--- config.mk ---
export PLATFORM = sky130hd
export DESIGN_NAME = pe_dbuf_flat
export DESIGN_NICKNAME = d
export VERILOG_FILES = /design/src/rtl/pe_dbuf_if.sv /design/src/rtl/pe_dbuf.sv /design/src/flat_wrapper.sv
export SDC_FILE = /design/constraint.sdc
export NUM_CORES = 1
export LEC_CHECK = 0
export BUFFER_PORTS_ARGS = -buffer_cell sky130_fd_sc_hd__buf_4
export CAP_MARGIN = 40
export CORE_ASPECT_RATIO = 0.5
export CORE_MARGIN = 2
export CORE_UTILIZATION = 43
export DETAILED_ROUTE_END_ITERATION = 10
export GPL_TIMING_DRIVEN = 0
export MAX_ROUTING_LAYER = met4
export PLACE_DENSITY_LB_ADDON = 0.3
export SETUP_SLACK_MARGIN = 0.15
export SLEW_MARGIN = 20
export SYNTH_ARGS = -nofsm -noshare
export SYNTH_HDL_FRONTEND = slang
export SYNTH_SLANG_ARGS = --single-unit
--- constraint.sdc ---
create_clock -name clk -period 5.3 [get_ports clk]
set_clock_uncertainty 0.1 [all_clocks]
set_input_delay 0 -clock clk [delete_from_list [all_inputs] [get_ports clk]]
set_output_delay 0 -clock clk [all_outputs]
set_load 0.02 [all_outputs]
--- src/rtl/pe_dbuf_if.sv ---
// Handshake/bus bundle for one pe_dbuf: left/upper inputs, right/lower outputs and weight-load controls.
interface pe_dbuf_if #(
    parameter int unsigned DATA_W = 8,
    parameter int unsigned WGT_W  = 8,
    parameter int unsigned ACC_W  = 16
);
    logic              active;
    logic [DATA_W-1:0] datain;
    logic [ACC_W-1:0]  sumin;
    logic [WGT_W-1:0]  win;
    logic              wwrite;
    logic              wswap;
    logic              sat_en;
    logic              ovf_clr;
    logic [ACC_W-1:0]  maccout;
    logic [DATA_W-1:0] dataout;
    logic              activeout;
    logic              wvalid;
    logic              wstaged;
    logic              ovf;

    modport master (
        output active, datain, sumin, win, wwrite, wswap, sat_en, ovf_clr,
        input  maccout, dataout, activeout, wvalid, wstaged, ovf
    );

    modport slave (
        input  active, datain, sumin, win, wwrite, wswap, sat_en, ovf_clr,
        output maccout, dataout, activeout, wvalid, wstaged, ovf
    );
endinterface

--- src/rtl/pe_dbuf.sv ---
// Double-buffered MAC processing element: shadow/active weight pair, optional signed
// arithmetic, saturating or wrapping accumulate and a sticky overflow flag.
module pe_dbuf #(
    parameter int unsigned DATA_W = 8,
    parameter int unsigned WGT_W  = 8,
    parameter int unsigned ACC_W  = 16,
    parameter int unsigned SIGNED = 0
) (
    input  logic     clk,
    input  logic     reset,
    pe_dbuf_if.slave bus
);
    localparam int unsigned PW        = DATA_W + WGT_W;
    localparam int unsigned EW        = ACC_W + 1;
    localparam bit          IS_SIGNED = (SIGNED != 0);

    localparam logic [1:0] S_EMPTY       = 2'd0;
    localparam logic [1:0] S_STAGED      = 2'd1;
    localparam logic [1:0] S_LIVE        = 2'd2;
    localparam logic [1:0] S_LIVE_STAGED = 2'd3;

    logic [1:0]        r_state;
    logic [1:0]        w_state_nxt;
    logic [WGT_W-1:0]  r_w_act;
    logic [WGT_W-1:0]  r_w_shadow;
    logic [WGT_W-1:0]  w_act_nxt;
    logic [WGT_W-1:0]  w_shadow_nxt;
    logic              r_wvalid;
    logic              r_wstaged;

    logic [ACC_W-1:0]  r_macc;
    logic [DATA_W-1:0] r_data;
    logic              r_aout;
    logic              r_ovf;

    logic              w_d_msb;
    logic              w_w_msb;
    logic              w_p_msb;
    logic              w_s_msb;
    logic [PW-1:0]     w_d_ext;
    logic [PW-1:0]     w_w_ext;
    logic [PW-1:0]     w_prod;
    logic [EW-1:0]     w_sum;
    logic              w_ovf;
    logic [ACC_W-1:0]  w_res;

    // Weight FSM state register; status flags track the next state so they are registered with it
    always_ff @(posedge clk or posedge reset) begin
        if (reset) begin
            r_state    <= S_EMPTY;
            r_w_act    <= '0;
            r_w_shadow <= '0;
            r_wvalid   <= 1'b0;
            r_wstaged  <= 1'b0;
        end else begin
            r_state    <= w_state_nxt;
            r_w_act    <= w_act_nxt;
            r_w_shadow <= w_shadow_nxt;
            r_wvalid   <= (w_state_nxt == S_LIVE) || (w_state_nxt == S_LIVE_STAGED);
            r_wstaged  <= (w_state_nxt == S_STAGED) || (w_state_nxt == S_LIVE_STAGED);
        end
    end

    // Weight FSM next state; simultaneous write+swap bypasses win straight into the active weight
    always_comb begin
        w_state_nxt  = r_state;
        w_act_nxt    = r_w_act;
        w_shadow_nxt = r_w_shadow;
        if (bus.wwrite && bus.wswap) begin
            w_shadow_nxt = bus.win;
            w_act_nxt    = bus.win;
            w_state_nxt  = S_LIVE;
        end else begin
            case (r_state)
                S_EMPTY: begin
                    if (bus.wwrite) begin
                        w_shadow_nxt = bus.win;
                        w_state_nxt  = S_STAGED;
                    end
                end
                S_STAGED, S_LIVE_STAGED: begin
                    if (bus.wswap) begin
                        w_act_nxt   = r_w_shadow;
                        w_state_nxt = S_LIVE;
                    end else if (bus.wwrite) begin
                        w_shadow_nxt = bus.win;
                    end
                end
                default: begin
                    if (bus.wwrite) begin
                        w_shadow_nxt = bus.win;
                        w_state_nxt  = S_LIVE_STAGED;
                    end
                end
            endcase
        end
    end

    // Operands are extended to the product width, so the low PW bits are exact in either mode
    assign w_d_msb = IS_SIGNED & bus.datain[DATA_W-1];
    assign w_w_msb = IS_SIGNED & r_w_act[WGT_W-1];
    assign w_s_msb = IS_SIGNED & bus.sumin[ACC_W-1];
    assign w_d_ext = {{WGT_W{w_d_msb}}, bus.datain};
    assign w_w_ext = {{DATA_W{w_w_msb}}, r_w_act};
    assign w_prod  = w_d_ext * w_w_ext;
    assign w_p_msb = IS_SIGNED & w_prod[PW-1];
    assign w_sum   = {{(EW-PW){w_p_msb}}, w_prod} + {w_s_msb, bus.sumin};
    assign w_ovf   = IS_SIGNED ? (w_sum[ACC_W] ^ w_sum[ACC_W-1]) : w_sum[ACC_W];

    // Clamp or wrap; bit ACC_W carries the true sign of a signed overflow
    always_comb begin
        w_res = w_sum[ACC_W-1:0];
        if (w_ovf && bus.sat_en) begin
            if (!IS_SIGNED) begin
                w_res = '1;
            end else if (w_sum[ACC_W]) begin
                w_res = {1'b1, {(ACC_W-1){1'b0}}};
            end else begin
                w_res = {1'b0, {(ACC_W-1){1'b1}}};
            end
        end
    end

    // Output pipeline stage; an overflow on this edge wins over a clear
    always_ff @(posedge clk or posedge reset) begin
        if (reset) begin
            r_macc <= '0;
            r_data <= '0;
            r_aout <= 1'b0;
            r_ovf  <= 1'b0;
        end else begin
            r_aout <= bus.active;
            if (bus.active) begin
                r_macc <= w_res;
                r_data <= bus.datain;
            end
            if (bus.active && w_ovf) begin
                r_ovf <= 1'b1;
            end else if (bus.ovf_clr) begin
                r_ovf <= 1'b0;
            end
        end
    end

    assign bus.maccout   = r_macc;
    assign bus.dataout   = r_data;
    assign bus.activeout = r_aout;
    assign bus.wvalid    = r_wvalid;
    assign bus.wstaged   = r_wstaged;
    assign bus.ovf       = r_ovf;
endmodule

--- src/flat_wrapper.sv ---
// flat-port wrapper written by rule: the top's interface ports become plain ports
module pe_dbuf_flat 
#(
    parameter int unsigned DATA_W = 8,
    parameter int unsigned WGT_W  = 8,
    parameter int unsigned ACC_W  = 16,
    parameter int unsigned SIGNED = 0
)
  (clk, reset, bus_active, bus_datain, bus_sumin, bus_win, bus_wwrite, bus_wswap, bus_sat_en, bus_ovf_clr, bus_maccout, bus_dataout, bus_activeout, bus_wvalid, bus_wstaged, bus_ovf);
  pe_dbuf_if #(.DATA_W(DATA_W), .WGT_W(WGT_W), .ACC_W(ACC_W)) bus_i ();
  input  logic clk;
  input  logic reset;
  input wire logic [$bits(bus_i.active)-1:0] bus_active;
  input wire logic [$bits(bus_i.datain)-1:0] bus_datain;
  input wire logic [$bits(bus_i.sumin)-1:0] bus_sumin;
  input wire logic [$bits(bus_i.win)-1:0] bus_win;
  input wire logic [$bits(bus_i.wwrite)-1:0] bus_wwrite;
  input wire logic [$bits(bus_i.wswap)-1:0] bus_wswap;
  input wire logic [$bits(bus_i.sat_en)-1:0] bus_sat_en;
  input wire logic [$bits(bus_i.ovf_clr)-1:0] bus_ovf_clr;
  output wire logic [$bits(bus_i.maccout)-1:0] bus_maccout;
  output wire logic [$bits(bus_i.dataout)-1:0] bus_dataout;
  output wire logic [$bits(bus_i.activeout)-1:0] bus_activeout;
  output wire logic [$bits(bus_i.wvalid)-1:0] bus_wvalid;
  output wire logic [$bits(bus_i.wstaged)-1:0] bus_wstaged;
  output wire logic [$bits(bus_i.ovf)-1:0] bus_ovf;
  assign bus_i.active = bus_active;
  assign bus_i.datain = bus_datain;
  assign bus_i.sumin = bus_sumin;
  assign bus_i.win = bus_win;
  assign bus_i.wwrite = bus_wwrite;
  assign bus_i.wswap = bus_wswap;
  assign bus_i.sat_en = bus_sat_en;
  assign bus_i.ovf_clr = bus_ovf_clr;
  assign bus_maccout = bus_i.maccout;
  assign bus_dataout = bus_i.dataout;
  assign bus_activeout = bus_i.activeout;
  assign bus_wvalid = bus_i.wvalid;
  assign bus_wstaged = bus_i.wstaged;
  assign bus_ovf = bus_i.ovf;
  pe_dbuf #(.DATA_W(DATA_W), .WGT_W(WGT_W), .ACC_W(ACC_W), .SIGNED(SIGNED)) u_core (.clk(clk), .reset(reset), .bus(bus_i));
endmodule
* Word level (Yosys, flattened, before mapping)
Cells that the tools add are included.
Word-level totals: register bits 46, input port bits 39, output and inout bits 28, word-level logic and storage cells 43
Operators by class: add/sub/neg operators 1, multipliers 1, eq/ne operators 6, muxes and demuxes 15, reduce and logical (&&, ||, !) cells 11
Operator list (count):
- 8-bit two-way mux | 7
- 16-bit by 16-bit adder with 17-bit output | 1
- 8-bit by 8-bit multiplier with 16-bit output | 1
- 16-bit two-way mux | 1
- 2-bit two-way mux | 4
- 2-bit == test (second input constant) | 3
- 2-bit nonzero test | 3
- 2-bit by 1-bit == test with 1-bit output (second input constant) | 2
- 2-bit one-hot mux with 2 select lines | 1
- 1-bit logical AND | 3
- 3-bit by 2-bit inequality test with 1-bit output (second input constant) | 1
- 2-bit zero test | 1
- 1-bit logical OR | 2
- 1-bit two-way mux | 2
- 2-bit AND reduction | 1
- 2-bit OR reduction | 1

* Depth between registers and ports, before layout
Gate-level depths: netlist of the first run.
word-level depth 6, gate-level depth with buffers 18, gate-level depth less buffers 17

* Least setup slack after synthesis of the first run
Ideal clock, no wire load.
kind reg2reg, start point reg u_core.r_w_act[2], end point reg u_core.r_macc[5], in the netlist u_core.bus.maccout[5], library setup time 65 ps, arrival 4534 ps, data required time 5135 ps, path slack 601 ps, stages on the path, launching flop included 17, path buffers 1, clock period less this slack 4699 ps, path through dfrtp_1 nand2_1 fa_1 inv_1 fa_1 fa_1 inv_1 fa_1 inv_1 ha_1 a21o_1 a31o_1 nor2b_4 or4_4 o311ai_4 buf_8 o22a_1
On the way: word-level cells in the longest chain between the ends 4
RTL lines:
- start: declaration | RTL line pe_dbuf.sv:24 | logic [WGT_W-1:0] r_w_act;
- start signal: assignment | RTL line pe_dbuf.sv:57 | r_w_act <= w_act_nxt;
- 8-bit by 8-bit multiplier with 16-bit output (*) | RTL line pe_dbuf.sv:105 | assign w_prod = w_d_ext * w_w_ext;
- 16-bit by 16-bit adder with 17-bit output (*) | RTL line pe_dbuf.sv:107 | assign w_sum = {{(EW-PW){w_p_msb}}, w_prod} + {w_s_msb, bus.sumin};
- 1-bit logical AND | RTL line pe_dbuf.sv:113 | if (w_ovf && bus.sat_en) begin
- 16-bit two-way mux (*) | RTL line pe_dbuf.sv:113
- end signal: assignment | RTL line pe_dbuf.sv:134 | r_macc <= w_res;
- end: declaration | RTL line pe_dbuf.sv:31 | logic [ACC_W-1:0] r_macc;
Mark *: on every way between the ends. The rest lies on a longest branch, timed or not. A chain may end at the register's enable or synchronous reset.

* Worst setup path after layout of the first run
start point reg u_core.r_w_act[4], end point reg u_core.r_macc[13], in the netlist u_core.bus.maccout[13]
Same word-level chain as after synthesis.

==> results of run 1 <==
[routing by layer]
metal / up-vias / global-route usage / part of all wire
li1: 1486 / - / -
met1: 1541 / 0.250 / 0.49
met2: 74 / 0.259 / 0.44
met3: 13 / 0.0386 / 0.055
met4: 0 / 0.0485 / 0.016
met5: - / - / 0
[flip-flops by register name, summed over array words and instances, names as in the netlist]
register	flops
u_core.bus.activeout	1
u_core.bus.dataout	8
u_core.bus.maccout	16
u_core.bus.ovf	1
u_core.bus.wvalid	1
u_core.r_state	2
u_core.r_w_act	8
u_core.r_w_shadow	8
[power groups by stage]
stage	clock (mW)	combinational [mW]	sequential, mW
4_1_cts	0.342	2.57	0.504
6_report	0.333	2.62	0.501
3_3_place_gp	0	2.49	0.509
3_5_place_dp	0	2.55	0.510
2_1_floorplan	0	1.94	0.578
5_1_grt	0.354	2.98	0.512
[worst min-delay path: stages]
cell,delay [ns]
clkbuf_1,0.23
nor2_1,0.16
nor2_1,0.04
[layout by cell type (no fill, tap or decap), types with 6 or more instances in the layout]
| cell type | netlist | final |
|---|---|---|
| ha_1 | 36 | 36 |
| fa_1 | 51 | 51 |
| and2_1 | 35 | 35 |
| nand2_1 | 35 | 35 |
| inv_1 | 102 | 101 |
| o22a_1 | 16 | 16 |
| xnor2_1 | 8 | 8 |
| dfrtp_1 | 45 | 40 |
| buf_4 | 0 | 70 |
| a21oi_1 | 9 | 8 |
| mux2_2 | 24 | 24 |
| dlygate4sd3_1 | 1 | 20 |
| nor2_1 | 6 | 6 |
[cell families (layout without fill, tap and decap cells)]
kind of cell	Yosys count	in the layout	share of synthesized area
compound gates	46	46	0.0849
buf+inv	111	209	0.105
mux	24	24	0.0635
simple gates	89	89	0.114
xor+xnor	11	11	0.0226
flops	45	45	0.264
fa+ha+maj	87	87	0.345
[final cells by class]
cell class,count,share of cell area
clock buffer,5,0.0234
timing repair buffer,90,0.139
tap,135,0.0316
multi-input combinational,257,0.505
clock inverter,3,0.00468
sequential,45,0.212
buffer,9,0.0129
inverter,102,0.0717
[per-stage QoR]
| step | setup slack (ns) | power [mW] | hold slack (ns) | cells | cell area [sq um] |
|---|---|---|---|---|---|
| floorplan | 0.601 | 2.52 | -0.0686 | 413 | 4260 |
| global placement | 0.235 | 3.00 | 0.0343 | 611 | 4900 |
| detailed placement | 0.171 | 3.06 | -0.0124 | 612 | 4930 |
| CTS | 0.185 | 3.42 | 0.0703 | 639 | 5270 |
| global route | 0.197 | 3.85 | 0.113 | 646 | 5340 |
| finish | 0.415 | 3.46 | 0.0638 | 646 | 5340 |
[path summary, 6_finish.rpt]
check                                               to  cells after the start
max in group asynchronous            u_core.r_w_act[6]                      4
worst max-delay path            u_core.bus.maccout[13]                     16
worst max register to register  u_core.bus.maccout[13]                     16
worst min register to register       u_core.bus.wvalid                      1
worst min-delay path                 u_core.r_state[0]                      3
min in group asynchronous         u_core.bus.activeout                      3
[what timing repair did]
| action | CTS | global route |
|---|---|---|
| gates cloned | 0 | 0 |
| pin swaps | 0 | 1 |
| gates resized for setup | 1 | 9 |
| hold endpoints to repair | 48 | 0 |
| hold buffers | 19 | 0 |
| endpoints found under the setup margin | 2 | 16 |
| setup buffers | 0 | 6 |
==> results by group, run 1 <==
Synth
  – Top cell type by total area after synthesis: dfrtp_1
  – Synth cell types: 40
  – Main area contributors after synthesis: dfrtp_1 (26%), fa_1 (24%), ha_1 (11%)
  – Syn Inst Count: around 410
  – Synth Register Bits: 45
  – Most used DFF post-synth: dfrtp_1
  – Post-Syn Area: 0.00426 sq mm
  – Synth warn: 0
  – Most frequent cell after synthesis: inv_1
  – Yosys top cell area share: 0.264
  – Avg Inst Size Synth: roughly 10 sq um
  – EDFF count, synth: 0
  – FFs w/ async S/R, synth: 1.00
  – Sequential share of the synthesized area: 0.264
  – Post-synth top cells: inv_1 (102), fa_1 (51), dfrtp_1 (45)
  – Post-Syn Nets: ~540

Global route
  – Initial antenna violation count: 0
  – GRT Total Usage: 0.177
  – Vias in the first global route: just over 3k
  – First-pass GRT wire length: between 10,000 and 15,000 um
  – Largest net degree at the start of global routing: 24
  – Total grt overflow: 0

Detailed routing
  – Final ANT Viol Nets: 0
  – Via count: around 3.1k
  – TritonRoute pass-1 iters: 7
  – Detailed Route WL: around 8400 um
  – DRC Markers: 0
  – Vias per inst: a little under 5
  – Wire per inst: ~13 um
  – DR iter-0 viols: approximately 130

Pwr
  – Sw frac: 0.476
  – Clock power share: 0.096
  – Worst VDD drop: 0.000394 V
  – Sequential fraction of design power: 0.145
  – LEAKAGE: between 2 and 3 nW
  – Power density over cell area: between 600 and 700 mW/mm^2
  – Comb power frac: 0.759
  – NetSw: ~1.6 mW
  – Internal Power: about 1.8 mW

Finish
  – Nets@finish: ~640
  – Share of cells above drive strength 1: 0.239
  – N_diodes: 0
  – Reg area: about 0.0011 sq mm
  – Fillers: 871
  – Layout Utilization: 0.560
  – Multi-input logic area: between 0.002 and 0.003 sq mm
  – Synthesis-to-finish area growth: 25.4%

Hold path
  – Class of the worst hold path: input pin to register
  – Hold Startpoint: bus_wwrite

Placed design
  – Port bufs: between 60 and 70
  – DPL Wire Length: around 7000 um
  – RePlAce Congestion: 0.847

STA
  – Period minus WS final: ~5 ns
  – RSZ-0062 raised after global routing: no
  – Slew headroom: 0.641
  – Final slew viol count: 0
  – # setup viols final: 0
  – Max Fclk: slightly above 200 MHz
  – Period utilization: 0.922
  – Worst slew pin tran: 0.538 ns
  – Hold Vio Cnt, Final: 0
  – Setup TNS: 0 ns

Floorplan
  – Io pins: 67
  – Die height: ~74 um
  – Starting Density: 0.446
  – Core area: approximately 0.0095 sq mm
  – # rows: 25
  – DIE AREA: between 0.01 and 0.015 sq mm
  – Die W: between 100 and 150 um

CTS
  – CTS sink count: 45
  – Clk_lat worst skew: ~0.30 ns
  – Reg clk slew, reported paths: around 0.070 ns
  – H-tree depth: 2
  – Root buf cell: clkbuf_16
  – CTS tree: done
  – Max Root-Sink Buffers: 2
  – Num CTS Buffers: 5

Outcome
  – Status: complete, no violations

Setup path
  – CP most frequent cell: fa_1
  – Worst R2R Setup Slack: 0.42 ns
  – CP max stage delay: around 0.54 ns
  – RR Startpoint: u_core.r_w_act[4]
  – Critical Path Start: u_core.r_w_act[4]
  – CP endpoint kind: register
  – Worst Path Buf+Inv: 4
  – Critical path's top delay family: adder cells
  – WP data arrival: 5.03 ns
  – CP max-delay cell: fa_1
  – Maximum fanout along the worst path: 9
  – Crit start category: register
  – Crit Path Class: register to register
  – Critical-path cell list: nand2_1 -> fa_1 -> inv_1 -> fa_1 -> fa_1 -> inv_1 -> fa_1 -> inv_1 -> ha_1 -> a21o_1 -> a31o_1 -> nor2b_4 -> or4_4 -> o311ai_4 -> buf_4 -> o22a_1
  – CP required: around 5.5 ns

Run
  – MaxCap Viol Count: 0
No activity file was read; power rests on OpenSTA's default activity.
==> run 2: changes to the inputs <==
HOLD_SLACK_MARGIN = 0.1   (was not set)
==> run 2 against run 1 <==
Net effect: sequential cell count stayed put; sequential share of layout area hardly changed; sequential power hardly changed; fmax hardly changed; routed wire length hardly changed; cell area is 0.19% higher.
==> results by group, run 2 (synthesis results as in run 1) <==
Global route
  – Initial antenna violation count: 0 (unchanged)
  – First-pass GRT wire length: 14,200 um (about the same)
  – Vias in the first global route: 3,057 (was 3,055)
  – GRT Total Usage: 0.178 (was 0.177)
  – Largest net degree at the start of global routing: 24 (unchanged)
  – Total grt overflow: 0 (unchanged)

STA
  – # setup viols final: 0 (unchanged)
  – Slew headroom: 0.640 (was 0.641)
  – Setup TNS: 0 ns (unchanged)
  – Worst setup margin: 0.411 ns (was 0.415 ns)
  – Final slew viol count: 0 (unchanged)
  – Period minus WS final: 4.89 ns (was 4.88 ns)
  – Hold Vio Cnt, Final: 0 (unchanged)
  – Max Fclk: 205 MHz (about the same)
  – Worst slew pin tran: 0.539 ns (was 0.538 ns)
  – RSZ-0062 raised after global routing: no (unchanged)
  – Period utilization: 0.922 (about the same)

Setup path
  – CP required: 5.45 ns (about the same)
  – CP endpoint kind: register (unchanged)
  – CP max-delay cell: fa_1 (unchanged)
  – FF-to-FF End: u_core.bus.maccout[13] (unchanged)
  – RR Startpoint: u_core.r_w_act[7] (was u_core.r_w_act[4])
  – CP max stage delay: 0.54 ns (about the same)
  – Reg2Reg Depth: 15 (was 16)
  – WP data arrival: 5.03 ns (about the same)
  – Crit start category: register (unchanged)
  – Critical Path End: u_core.bus.maccout[13] (unchanged)
  – Worst R2R Setup Slack: 0.41 ns (was 0.42 ns)
  – Crit Path Class: register to register (unchanged)
  – Critical Path Start: u_core.r_w_act[7] (was u_core.r_w_act[4])
  – CP most frequent cell: fa_1 (unchanged)
  – Critical-path cell list: nand2_1 -> fa_1 -> fa_1 -> inv_1 -> fa_1 -> inv_1 -> fa_1 -> inv_1 -> ha_1 -> nand4_1 -> a2111oi_2 -> nor3_2 -> o311ai_4 -> buf_4 -> o22a_1 (was nand2_1 -> fa_1 -> inv_1 -> fa_1 -> fa_1 -> inv_1 -> fa_1 -> inv_1 -> ha_1 -> a21o_1 -> a31o_1 -> nor2b_4 -> or4_4 -> o311ai_4 -> buf_4 -> o22a_1)
  – Maximum fanout along the worst path: 9 (unchanged)

Detailed routing
  – DR iter-0 viols: 131 (was 126)
  – Detailed Route WL: 8420 um (about the same)
  – DRC Markers: 0 (unchanged)
  – TritonRoute pass-1 iters: 5 (was 7)
  – Wire per inst: 13.0 um (about the same)
  – Vias per inst: 4.81 (was 4.82)
  – Final ANT Viol Nets: 0 (unchanged)
  – Via count: 3,112 (was 3,114)

Finish
  – Most common cell after layout, fill and taps aside: inv_1 (unchanged)
  – Most frequent cells in the layout: inv_1 (101), buf_4 (70), fa_1 (51), dfrtp_1 (40), ha_1 (36) (unchanged)
  – N_diodes: 0 (unchanged)
  – Share of cells above drive strength 1: 0.238 (was 0.239)
  – Nets@finish: 637 (was 636)
  – Synthesis-to-finish area growth: 25.6% (was 25.4%)
  – Max reg flops: 16 (unchanged)
  – Fillers: 870 (was 871)
  – Final cell count without fillers: 647 (was 646)

CTS
  – CTS sink count: 45 (unchanged)
  – Clk_lat worst skew: 0.30 ns (about the same)
  – CTS tree: done (unchanged)
  – Reg clk slew, reported paths: 0.07 ns (about the same)
  – H-tree depth: 2 (unchanged)
  – Root buf cell: clkbuf_16 (unchanged)
  – Num CTS Buffers: 5 (unchanged)
  – Max Root-Sink Buffers: 2 (unchanged)

Floorplan
  – # rows: 25 (unchanged)
  – Die height: 74.4 um (unchanged)
  – DIE AREA: 0.0108 sq mm (unchanged)
  – Io pins: 67 (unchanged)
  – Die W: 145 um (unchanged)
  – Core area: 0.00954 sq mm (unchanged)
  – Starting Density: 0.446 (unchanged)

Outcome
  – Status: complete, no violations (unchanged)

Pwr
  – Power density over cell area: 646 mW/mm^2 (was 647 mW/mm^2)
  – Total power draw: 3.46 mW (about the same)
  – LEAKAGE: 2.71 nW (was 2.70 nW)
  – Worst VDD drop: 0.000395 V (was 0.000394 V)

Placed design
  – DPL Wire Length: 6800 um (unchanged)
  – Pre-CTS setup slack: 0.171 ns (unchanged)
  – RePlAce Congestion: 0.847 (unchanged)
  – Dpl cells: 612 (unchanged)
  – Port bufs: 63 (unchanged)

Hold path
  – Hold path cells: 4 (was 3)
  – Class of the worst hold path: input pin to register (unchanged)

Run
  – MaxCap Viol Count: 0 (unchanged)
run 2: cell types whose count changed in the layout (fill, tap and decap cells not counted):
cell,change
dlygate4sd3_1,+1
run 2: how the worst min path moves through the flow:
| stage | to | startpoint |
|---|---|---|
| 3_3_place_gp | u_core.bus.activeout | bus_active |
| 5_1_grt | u_core.bus.maccout[10] | bus_sat_en |
| 2_1_floorplan | u_core.bus.activeout | bus_active |
| 3_5_place_dp | u_core.bus.activeout | reset |
| 4_1_cts | u_core.r_w_shadow[3] | bus_wwrite |
| 6_report | u_core.bus.maccout[10] | bus_sat_en |
run 2: final cells by class:
type,count,area [sq um],share of cell area
Sequential cell,45,1130,0.212
Inverter,102,383,0.0715
Timing Repair Buffer,91,753,0.141
Multi-Input combinational cell,257,2700,0.504
Clock buffer,5,125,0.0234
Buffer,9,68.8,0.0129
Tap cell,135,169,0.0316
Clock inverter,3,25.0,0.00468
run 2: per-layer routing:
metal | up-vias | track usage | wire length, um
met5 | - | - | 0
met4 | 0 | 0.0485 | 123
met3 | 11 | 0.0386 | 400
met2 | 68 | 0.260 | 3750
met1 | 1546 | 0.250 | 4150
li1 | 1487 | - | -
run 2: metrics by stage:
step	area [sq um]	utilization	hold slack [ns]
global placement	4900	0.514	0.0343
global route	5350	0.561	0.141
floorplan	4260	-	-0.0686
detailed placement	4930	0.517	-0.0124
finish	5350	0.561	0.110
CTS	5280	0.553	0.167
run 2: what timing repair did:
action	CTS	global route
endpoints found under the hold margin	72	0
gates resized for setup	1	9
setup endpoints to repair	2	16
pin swaps	0	1
buffers inserted	0	6
hold buffers	20	0
run 2: report_power, final:
| part | leakage, nW | internal, mW | switching [mW] |
|---|---|---|---|
| Combinational | 2.13 | 1.19 | 1.43 |
| Sequential | 0.506 | 0.444 | 0.0568 |
| Clock | 0.0704 | 0.178 | 0.155 |
run 2: worst max-delay path: cells and delay by family (launching register included):
family / cells / cell delay, ns
AOI/OAI and AO/OA: 3 / 0.95
adders and majority gates: 5 / 2.47
buffers and inverters: 4 / 0.34
DFF: 1 / 0.51
and+or+nand+nor: 3 / 0.45
